**src/rtl/rgb_palette_quantizer.sv**
```systemverilog
// Nearest-colour quantizer against a fixed 16-entry 4:4:4 palette.
// Accepts one query, sweeps all 16 entries (one per cycle) using Manhattan
// distance, then holds the winning index/distance until the consumer takes it.
module rgb_palette_quantizer #(
    parameter bit SKIP_KEY = 1'b1
) (
    input  logic       Clk,
    input  logic       Reset_n,
    input  logic       in_valid,
    output logic       in_ready,
    input  logic [3:0] red,
    input  logic [3:0] green,
    input  logic [3:0] blue,
    output logic       out_valid,
    input  logic       out_ready,
    output logic [3:0] out_index,
    output logic [5:0] out_dist
);

    typedef enum logic [1:0] {StIdle, StSearch, StDone} state_e;

    localparam logic [11:0] KeyColour = 12'hF0D;

    state_e      r_state;
    logic [3:0]  r_cnt;
    logic [11:0] r_query;
    logic [3:0]  r_best_idx;
    logic [5:0]  r_best_dist;
    logic [3:0]  r_out_index;
    logic [5:0]  r_out_dist;

    logic [11:0] w_entry;
    logic [5:0]  w_dist;
    logic        w_eligible;
    logic        w_take;
    logic [3:0]  w_next_idx;
    logic [5:0]  w_next_dist;

    function automatic logic [11:0] palette(input logic [3:0] idx);
        logic [11:0] c;
        unique case (idx)
            4'd0:  c = 12'hF0D;
            4'd1:  c = 12'h854;
            4'd2:  c = 12'hCEB;
            4'd3:  c = 12'hEB5;
            4'd4:  c = 12'h323;
            4'd5:  c = 12'h447;
            4'd6:  c = 12'hD72;
            4'd7:  c = 12'hABC;
            4'd8:  c = 12'hB35;
            4'd9:  c = 12'h788;
            4'd10: c = 12'hED7;
            4'd11: c = 12'h623;
            4'd12: c = 12'h435;
            4'd13: c = 12'hD56;
            4'd14: c = 12'h667;
            4'd15: c = 12'hCA5;
        endcase
        return c;
    endfunction

    function automatic logic [5:0] abs_diff(input logic [3:0] a, input logic [3:0] b);
        logic [3:0] d;
        d = (a >= b) ? (a - b) : (b - a);
        return {2'b00, d};
    endfunction

    // Evaluate the palette entry selected by the search counter
    always_comb begin
        w_entry = palette(r_cnt);
        w_dist  = abs_diff(r_query[11:8], w_entry[11:8])
                + abs_diff(r_query[7:4],  w_entry[7:4])
                + abs_diff(r_query[3:0],  w_entry[3:0]);
        // The transparency key only competes on an exact hit
        w_eligible  = !(SKIP_KEY && (r_cnt == 4'd0)) || (r_query == KeyColour);
        // Strict less-than keeps the lower index on ties
        w_take      = w_eligible && (w_dist < r_best_dist);
        w_next_idx  = w_take ? r_cnt  : r_best_idx;
        w_next_dist = w_take ? w_dist : r_best_dist;
    end

    // Control FSM with search datapath and registered result
    always_ff @(posedge Clk or negedge Reset_n) begin
        if (!Reset_n) begin
            r_state     <= StIdle;
            r_cnt       <= 4'd0;
            r_query     <= 12'h000;
            r_best_idx  <= 4'd0;
            r_best_dist <= 6'd0;
            r_out_index <= 4'd0;
            r_out_dist  <= 6'd0;
        end else begin
            case (r_state)
                StIdle: begin
                    if (in_valid) begin
                        r_query     <= {red, green, blue};
                        r_cnt       <= 4'd0;
                        r_best_idx  <= 4'd0;
                        // Above any real distance so the first candidate always wins
                        r_best_dist <= 6'h3F;
                        r_state     <= StSearch;
                    end
                end
                StSearch: begin
                    r_best_idx  <= w_next_idx;
                    r_best_dist <= w_next_dist;
                    r_cnt       <= r_cnt + 4'd1;
                    if (r_cnt == 4'd15) begin
                        r_out_index <= w_next_idx;
                        r_out_dist  <= w_next_dist;
                        r_state     <= StDone;
                    end
                end
                StDone: begin
                    if (out_ready) begin
                        r_state <= StIdle;
                    end
                end
                default: r_state <= StIdle;
            endcase
        end
    end

    assign in_ready  = (r_state == StIdle);
    assign out_valid = (r_state == StDone);
    assign out_index = r_out_index;
    assign out_dist  = r_out_dist;

endmodule

```
**config.mk**
```make
export PLATFORM = sky130hd
export DESIGN_NAME = rgb_palette_quantizer
export DESIGN_NICKNAME = d
export VERILOG_FILES = /design/src/rtl/rgb_palette_quantizer.sv
export SDC_FILE = /design/constraint.sdc
export NUM_CORES = 1
export LEC_CHECK = 0
export ABC_AREA = 0
export CAP_MARGIN = 20
export CORE_ASPECT_RATIO = 1.4
export CORE_MARGIN = 3
export CORE_UTILIZATION = 55
export CTS_BUF_LIST = sky130_fd_sc_hd__clkbuf_16
export CTS_CLUSTER_SIZE = 28
export DETAILED_ROUTE_END_ITERATION = 10
export PLACE_DENSITY_LB_ADDON = 0.2
export SLEW_MARGIN = 20
export SYNTH_ARGS = -nofsm -noshare
export SYNTH_HDL_FRONTEND = slang
export SYNTH_SLANG_ARGS = --single-unit
```
**constraint.sdc**
```tcl
create_clock -name Clk -period 6.5 [get_ports Clk]
set_input_delay 1.3 -clock Clk [delete_from_list [all_inputs] [get_ports Clk]]
set_output_delay 1.3 -clock Clk [all_outputs]
set_load 0.005 [all_outputs]
```
==> flow_summary.toml <==
[outcome]
status = "complete, no violations"

[global_routing]
antenna_found_initial = 0
grt_use_total_pct = 22.01
globalRoute.totalOverflow = 0
first_global_vias = 2312
grt_max_degree = 39
grt_pass1_wl_mm = 10.58

[placement]
place_hpwl_mm = 4.838
gp_congestion = 0.9149
io_buffers = 27
dp_slack_ns = 0.3564

[finish]
antenna_cells = 0
multi_input_area_um2 = 1851
finalCoreUtilization_pct = 67.26
nFillCells = 445
area_delta_synth_final_pct = 16.56
seq_area_um2 = 950.9
drive_above_1_share_pct = 6.414
nNetsFinal = 407

[timing]
final_max_slew_viol_count = 0
rsz0062_at_grt = "false"
setup_viol = 0
fmax_mhz = 164.4
tightest_slew_ns = 0.8677
fin_setup_tns_ns = 0
period_minus_slack_ns = 6.084
period_share_pct = 93.60
final.setup.worst_slack_ns = 0.4161
fin_skew_ns = 0.004911
relSlewSlack_pct = 42.15
final-hold-violation-count = 0

[cts]
htree_levels = 2
numCtsBuffers = 5
postCtsHoldBufs = 0
cts_tree = "yes"
path_clk_slew_ns = 0.06
cts_resized = 0
cts_setup_buffers = 0
insertion_delay_ns = 0.28
cts_root_buf = "clkbuf_16"
cts_num_sinks = 38
clockBufferDepth = 2

[yosys]
yosys_register_bits = 38
syn_area_um2 = 3022
postSynthCellCount = 318
syn_nets = 383
synth_seq_area_share_pct = 31.47
syn_avg_cell_area_um2 = 9.502
yosys.cell_types.count = 45
async_reset_ff_share_pct = 100.0
yosysWarnings = 0
synth_edf_count = 0
synthFlopType = "dfrtp_1"

[detailed_routing]
num_vias = 2255
wire_per_inst_um = 15.32
routed_wl_mm = 6.267
ant_nets = 0
first_iter_violations = 99
drtPass1Iterations = 4
drc_errors = 0
viasPerCell = 5.513

[setup_path]
cp_common_cell = "ha_1"
reg2reg_slack_ns = 0.42
r2r-end = "r_best_dist[2]"
rr_startpoint = "r_cnt[1]"
path_cells = "inv_1, ha_1, a211oi_1, a31oi_1, ha_1, inv_1, fa_1, a21o_1, a21o_1, a21oi_1, mux2_2, fa_1, ha_1, fa_1, a21oi_1, and2b_1, ha_1, nand4_1, o211ai_4, nand2b_1, a2bb2oi_1"
r2r_cells = 21
cp-end-kind = "flip-flop"
start_kind = "flip-flop"
slowest_delay_ns = 0.50
required_ns = 6.70
crit_type = "flip-flop to flip-flop"
cp_max_fo = 14
crit_arrival_ns = 6.28
cpMaxStageDelayCell = "o211ai_4"

[floorplanning]
die_h_um = 93.70
ios = 28
core_um2 = 5236
row_count = 31
initial_utilization_pct = 57.71
die_x_um = 68.65
dieArea_um2 = 6432

[worst_hold_path]
hold_end = "out_index[2]"
whs_path_depth = 1
min-delay-start = "out_index[2]"
hp-class = "flip-flop to flip-flop"

[job]
cap_viol_max_count = 0
## layout by cell type, fill, tap and decap left out, types with 11 or more instances in the layout
master | netlist | routed
ha_1 | 38 | 38
a21oi_1 | 19 | 19
inv_1 | 40 | 40
fa_1 | 11 | 11
clkdlybuf4s50_1 | 0 | 26
mux2i_1 | 17 | 17
o21ai_0 | 17 | 17
nand2_1 | 31 | 31
a21o_1 | 16 | 16
dfrtp_1 | 38 | 38
## registers in the layout, indices dropped and copies added, names as in the netlist
register and flops:
r_best_dist 6, r_best_idx 4, out_dist 6, r_state 2, r_query 12, r_cnt 4
out_index 4
## per-layer routing
metal | routed length, um | global-route usage, % | up-vias
li1 | - | - | 1123
met1 | 2602 | 25.42 | 1081
met2 | 3269 | 38.17 | 35
met3 | 158 | 3.473 | 16
met4 | 236 | 10.45 | 0
met5 | 0 | 0 | -
## synthesized netlist by cell type, types with 2 or more instances
cell,number,area share (%)
nand2b_1,4,0.83
xnor2_1,4,1.2
fa_1,11,7.3
dfrtp_1,38,31
clkbuf_1,8,0.99
buf_6,2,0.75
o22ai_1,3,0.62
a31oi_1,2,0.41
a21oi_1,19,3.1
mux2_2,4,1.5
mux2i_1,17,5.6
o21ai_0,17,2.8
nor2_1,10,1.2
inv_1,40,5.0
o21ai_1,9,1.5
xor2_1,5,1.4
buf_2,3,0.50
nand2_1,31,3.9
a22o_1,2,0.58
ha_1,38,16
a2bb2oi_1,5,1.4
a21boi_0,2,0.50
o21a_1,4,0.99
a211oi_1,2,0.50
a21bo_2,2,0.66
a21o_1,16,4.0
and4bb_2,2,0.83
## how the worst max path moves through the flow
stage	from	end	slack (ns)	cells after the start
after floorplan	r_cnt[1]	r_best_dist[0]	1.00	24
after global placement	r_cnt[1]	r_best_dist[4]	0.44	21
after detailed placement	r_cnt[1]	r_best_dist[2]	0.36	21
after CTS	r_cnt[1]	r_best_dist[2]	0.31	21
after global routing	r_cnt[1]	r_best_dist[2]	0.01	21
final	r_cnt[1]	r_best_dist[2]	0.42	21
## worst max-delay path, delay by kind of cell (launching register included)
kind / cells / cell delay, ns
AOI/OAI and AO/OA: 8 / 1.86
adders and majority gates: 7 / 2.32
buffers and inverters: 2 / 0.23
DFF: 1 / 0.38
muxes: 1 / 0.42
and+or+nand+nor: 3 / 0.77
## through the flow
| stage | hold slack (ns) | cell area, um2 | cells |
|---|---|---|---|
| finish | 0.4820 | 3522 | 409 |
| global route | 0.4983 | 3522 | 409 |
| CTS | 0.4880 | 3513 | 409 |
| detailed placement | 0.4750 | 3324 | 401 |
| global placement | 0.4590 | 3324 | 401 |
| floorplan | 0.4513 | 3022 | 318 |
## kinds of logic after synthesis
family          share of synthesized area, %
buf+inv                                7.577
mux                                    7.122
xor+xnor                               2.609
compound gates                         19.25
fa+ha+maj                              23.02
flops                                  31.47
simple gates                           8.944
## cell type report
type | count | area share (%)
clock buffers | 5 | 3.552
inverters | 41 | 4.369
well taps | 66 | 2.345
repair buffers | 31 | 8.384
clock inverters | 3 | 1.812
flip-flops and latches | 38 | 27.00
multi-input cells | 225 | 52.54
Power is left out: the tool's default activity adds up to more than one toggle a clock period on the data nets, which glitch-free logic cannot reach.
